**src/rtl/pulse_stretch.sv**
```systemverilog
// Pulse-to-level converter: stretches a trigger strobe into a level held for STRETCH_LEN cycles,
// with a one-cycle DONE after the level falls. Define PULSE_STRETCH_RETRIG_EN for a retriggerable stretch.
module pulse_stretch #(
  parameter int unsigned CNT_WIDTH = 8
) (
  input  logic                 CLK,
  input  logic                 RST,
  input  logic                 PULSE_SIG,
  input  logic [CNT_WIDTH-1:0] STRETCH_LEN,
  output logic                 LVL_SIG,
  output logic                 DONE,
  output logic                 OVERLAP
);

  typedef enum logic {
    S_IDLE   = 1'b0,
    S_ACTIVE = 1'b1
  } state_e;

  localparam logic [CNT_WIDTH-1:0] CNT_ZERO = CNT_WIDTH'(0);
  localparam logic [CNT_WIDTH-1:0] CNT_ONE  = CNT_WIDTH'(1);

  state_e               state_q, state_d;
  logic [CNT_WIDTH-1:0] cnt_q, cnt_d;
  logic                 lvl_q, lvl_d;
  logic                 done_q, done_d;
  logic                 overlap_q, overlap_d;

  logic                 len_nz;
  logic [CNT_WIDTH-1:0] len_m1;

  assign len_nz = (STRETCH_LEN != CNT_ZERO);
  assign len_m1 = STRETCH_LEN - CNT_ONE;

  // State, counter and registered outputs; synchronous reset wins over everything.
  always_ff @(posedge CLK) begin
    if (RST) begin
      state_q   <= S_IDLE;
      cnt_q     <= CNT_ZERO;
      lvl_q     <= 1'b0;
      done_q    <= 1'b0;
      overlap_q <= 1'b0;
    end else begin
      state_q   <= state_d;
      cnt_q     <= cnt_d;
      lvl_q     <= lvl_d;
      done_q    <= done_d;
      overlap_q <= overlap_d;
    end
  end

  // Next state and down-counter; the counter never wraps below zero.
  always_comb begin
    state_d = state_q;
    cnt_d   = cnt_q;
    unique case (state_q)
      S_IDLE: begin
        if (PULSE_SIG && len_nz) begin
          state_d = S_ACTIVE;
          cnt_d   = len_m1;
        end
      end
      S_ACTIVE: begin
`ifdef PULSE_STRETCH_RETRIG_EN
        if (PULSE_SIG && len_nz) begin
          cnt_d = len_m1;
        end else if (cnt_q == CNT_ZERO) begin
          state_d = S_IDLE;
        end else begin
          cnt_d = cnt_q - CNT_ONE;
        end
`else
        if (cnt_q == CNT_ZERO) begin
          state_d = S_IDLE;
        end else begin
          cnt_d = cnt_q - CNT_ONE;
        end
`endif
      end
      default: begin
        state_d = S_IDLE;
        cnt_d   = CNT_ZERO;
      end
    endcase
  end

  // Output decode from the transition, registered so no input reaches an output combinationally.
  always_comb begin
    lvl_d     = 1'b0;
    done_d    = 1'b0;
    overlap_d = 1'b0;
    lvl_d     = (state_d == S_ACTIVE);
    done_d    = (state_q == S_ACTIVE) && (state_d == S_IDLE);
    overlap_d = (state_q == S_ACTIVE) && PULSE_SIG;
  end

  assign LVL_SIG = lvl_q;
  assign DONE    = done_q;
  assign OVERLAP = overlap_q;

endmodule

```
**config.mk**
```make
export PLATFORM = sky130hd
export DESIGN_NAME = pulse_stretch
export DESIGN_NICKNAME = d
export VERILOG_FILES = /design/src/rtl/pulse_stretch.sv
export SDC_FILE = /design/constraint.sdc
export NUM_CORES = 1
export LEC_CHECK = 0
export CAP_MARGIN = 20
export CORE_ASPECT_RATIO = 0.9
export CORE_MARGIN = 3
export CORE_UTILIZATION = 35
export DETAILED_ROUTE_END_ITERATION = 12
export HOLD_SLACK_MARGIN = 0.1
export MAX_ROUTING_LAYER = met4
export PLACE_DENSITY = 0.6
export SYNTH_ARGS = -nofsm -noshare
export SYNTH_HDL_FRONTEND = slang
export SYNTH_SLANG_ARGS = --single-unit
export TNS_END_PERCENT = 50
```
**constraint.sdc**
```tcl
create_clock -name CLK -period 2.6 [get_ports CLK]
set_clock_uncertainty 0.2 [all_clocks]
set_input_delay 0.52 -clock CLK [delete_from_list [all_inputs] [get_ports CLK]]
set_output_delay 0.52 -clock CLK [all_outputs]
set_load 0.01 [all_outputs]
```
Word-level counts from Yosys, hierarchy flattened
Cells that the tools add are included.

operators by class
  add/sub/neg operators = 2
  $mul = 0
  divide/modulo/power cells = 0
  order comparisons = 0
  eq/ne operators = 2
  shift operators = 0
  muxes and demuxes = 6
  bitwise logic cells = 2
  reduce and logical (&&, ||, !) cells = 6

operator list
  operator                                                             number
  8-bit 2-to-1 mux                                                     2
  8-bit case mux with 2 select lines                                   1
  8-bit by 1-bit subtractor with 8-bit output (second input constant)  2
  8-bit logical NOT                                                    1
  8-bit nonzero test                                                   1
  2-bit inequality test (second input constant)                        2
  1-bit logical AND                                                    3
  1-bit 2-to-1 mux                                                     2
  1-bit NOT                                                            2
  1-bit case mux with 2 select lines                                   1
  2-bit AND reduction                                                  1

storage, ports and cells
  bits in registers = 11
  latch bits = 0
  bits in writable memories = 0
  ROM bits = 0
  bits of input ports = 11
  output and inout port bits = 3
  logic and storage cells = 22
  memories kept = 0

Depth between registers and ports, before layout
  depth after elaboration = 6
  depth in mapped cells = 8
  mapped depth without buffers = 6

Worst setup path after synthesis
No wires, ideal clock.

  kind = flip-flop to flip-flop
  start = register, netlist name LVL_SIG
  end = register cnt_q[4]
  arrival = 1,710 ps
  required time = 2,266 ps
  path slack = 556 ps
  cell stages (with the launch flop) = 9
  period minus slack after synthesis = 2,044 ps
  cell sequence = dfxtp_1 > buf_4 > buf_2 > mux2i_1 > ha_1 > nand2_1 > and3_1 > o21ai_1 > a21oi_1

RTL lines
  what                  RTL line  source
  end signal, assigned  45        cnt_q <= cnt_d;
  end, declared         24        logic [CNT_WIDTH-1:0] cnt_q, cnt_d;

Worst setup path in the final report
  start = input port STRETCH_LEN[2]
  end = register cnt_q[5]

between the ends
  longest elaborated chain between the ends = 4
  elaborated cells between the ends (all ways) = 7
  those cells by class = add/sub (1); eq/ne (1); mux (2); reduce/logical (3)

RTL lines
  what                                                                                                 RTL line  source
  start, declared                                                                                      9         input logic [CNT_WIDTH-1:0] STRETCH_LEN,
  parallel branches: the longest is 4 deep, another holds 8-bit by 1-bit subtractor with 8-bit output  -

Several ways; the timed one is not identified. The select of a mux whose other input is x is not followed.
A chain may end at the register's enable or synchronous reset.

==> results.ini <==
[yosys]
syn_avg_cell_area_um2 = 8.17
ys_warn_count = 0
synthArstFlopShare_pct = 0
ys_ff_latch = 11
synthCells = 98
synth.cell_area_um2 = 801
synth-edff-count = 0
ys.flop_type = dfxtp_1
yosysSeqAreaShare_pct = 27.5
yosysUniqueCellTypes = 38
syn_nets = 110

[grt]
grt_pass1_wl_mm = 3.55
grt_overflow = 0
grt_pass1_vias = 746
antenna_found_initial = 0
grt_util_all_layers_pct = 16.1
grt_max_degree = 21

[sta]
fmax_mhz = 448
finalCritPeriodShare_pct = 85.9
setup_violations = 0
drv_slew = 0
fin_hold_ws_ns = 0.278
rsz0062_at_grt = false
hold_viol_final = 0
fin_setup_tns_ns = 0
slew_headroom_pct = 67.2
worst_pin_slew_ns = 0.488
period_needed_ns = 2.23

[critical_path]
r2r-start = LVL_SIG$_SDFF_PP0_
crit_start = STRETCH_LEN[2]
startpoint_type = primary input
critical_path_arrival_ns = 2.24
path_class = in -> reg
crit_fanout = 5
crit_required_ns = 2.61
worst_setup_path_end_kind = flop

[die]
core_mm2 = 0.00205
rows = 15
fp.dieH_um = 51.4
floorplan.initialDensity_pct = 39.1
die_area_mm2 = 0.00290
ios = 14
fp.dieW_um = 56.4

[routing]
first_pass_iters = 4
via_per_inst = 5.86
drc_errors = 0
wl_per_cell_um = 15.0
ant_nets = 0
first_iter_violations = 21
vias = 808
wl_mm = 2.07

[cts]
cts.clk_slew.worst_paths_ns = 0.08
insertion_delay_ns = 0.27
h-tree-depth = 1
post_cts_buffers = 0
cts_made_buffers = 3
clockBufferDepth = 2
cts_resized = 0
cts_tree = yes
cts_hold_buffers = 0
cts_sinks = 11
cts_root_buf = clkbuf_4

[min_path]
hold_path_class = reg -> reg
min_from = cnt_q[7]$_SDFFE_PP0P_

[outcome]
status = finished clean

[power]
powerDensity_mw_per_mm2 = 528
peakVddDrop_v = 0.000396
fin_total_pwr_mw = 0.517
leakagePower_nw = 0.328

[place]
dp_hpwl_mm = 1.54
placed_cells = 134
io_buffer_count = 13
place.gp.congestion = 0.898

[cells_and_area]
synthToLayoutAreaGrowth_pct = 22.3
instances_no_fill = 138
drive_gt1_share_pct = 13.3
layout_commonest_cell = clkdlybuf4s50_1
fin_nets = 126
final_cell_mix = clkdlybuf4s50_1 (13), nor2_1 (12), dfxtp_1 (11), nand2_1 (11), a21oi_1 (10)
num_antenna_cells = 0
n_fill_cell = 214

[job]
cap_violations = 0

-- per-stage QoR --
step / cell area [um^2] / util, % / setup WS [ns]
2_1_floorplan: 801 / - / 0.556
3_3_place_gp: 953 / 46.6 / 0.111
3_5_place_dp: 953 / 46.6 / 0.135
4_1_cts: 980 / 47.9 / 0.422
5_1_grt: 980 / 47.9 / 0.304
6_report: 980 / 47.9 / 0.368
-- worst paths after layout --
path | to | slack (ns) | cells after the start
setup / recovery | cnt_q[5]$_SDFFE_PP0P_ | 0.37 | 6
hold / removal | cnt_q[7]$_SDFFE_PP0P_ | 0.28 | 2
setup reg to reg | cnt_q[5]$_SDFFE_PP0P_ | 0.61 | 6
hold reg to reg | cnt_q[7]$_SDFFE_PP0P_ | 0.28 | 2
-- cells in the mapped netlist (2+ instances only) --
library cell   n  area [um^2]
nor4_4         2         42.5
a21oi_2        2         17.5
a21oi_1       10         50.1
mux2i_1        4         40.0
nor3b_1        4         30.0
nand4_1        3         18.8
nand3_1        3         15.0
o21ai_0        4         20.0
a31oi_1        2         12.5
nor3_1         3         15.0
dfxtp_1       11          220
nor2_1        12         45.0
inv_1          3         11.3
nand2_1       11         41.3
-- layer usage --
layer | vias up | routed length (um) | track usage [%]
met3 | 0 | 140 | 5.30
met4 | 0 | 0 | 4.35
met2 | 26 | 928 | 23.8
li1 | 399 | - | -
met5 | - | 0 | -
met1 | 383 | 1000 | 21.1
-- layout make-up --
type                    count  area [um^2]  share of cell area [%]
multi-input cells          80          549                    56.1
flip-flops and latches     11          220                    22.5
repair buffers             14          138                    14.0
well taps                  25         31.3                    3.19
clock buffers               4         26.3                    2.68
inverters                   4         15.0                    1.53
-- flip-flops by register name, indices dropped and copies added, names as in the netlist --
signal	flops
OVERLAP	1
cnt_q	8
LVL_SIG	1
DONE	1
-- cells by family after synthesis --
family | count (synthesis) | synth area share [%]
AO/OA/AOI/OAI | 30 | 27.5
adder cells (fa/ha/maj) | 1 | 1.56
buffers and inverters | 7 | 3.91
flip-flops | 11 | 27.5
multiplexers | 4 | 5.00
AND/OR/NAND/NOR | 45 | 34.5
-- report_power, final --
group / internal (mW) / switching [mW] / total (mW)
combinational: 0.0819 / 0.102 / 0.184
sequential: 0.187 / 0.0258 / 0.213
clock: 0.0594 / 0.0610 / 0.120
-- critical path, stage by stage --
cell and delay, ns:
clkdlybuf4s50_1 0.55, nor4_1 0.52, o22a_2 0.26, mux2i_1 0.20
a31oi_1 0.06, a21oi_1 0.13
Power figures use the tool's default switching activity.
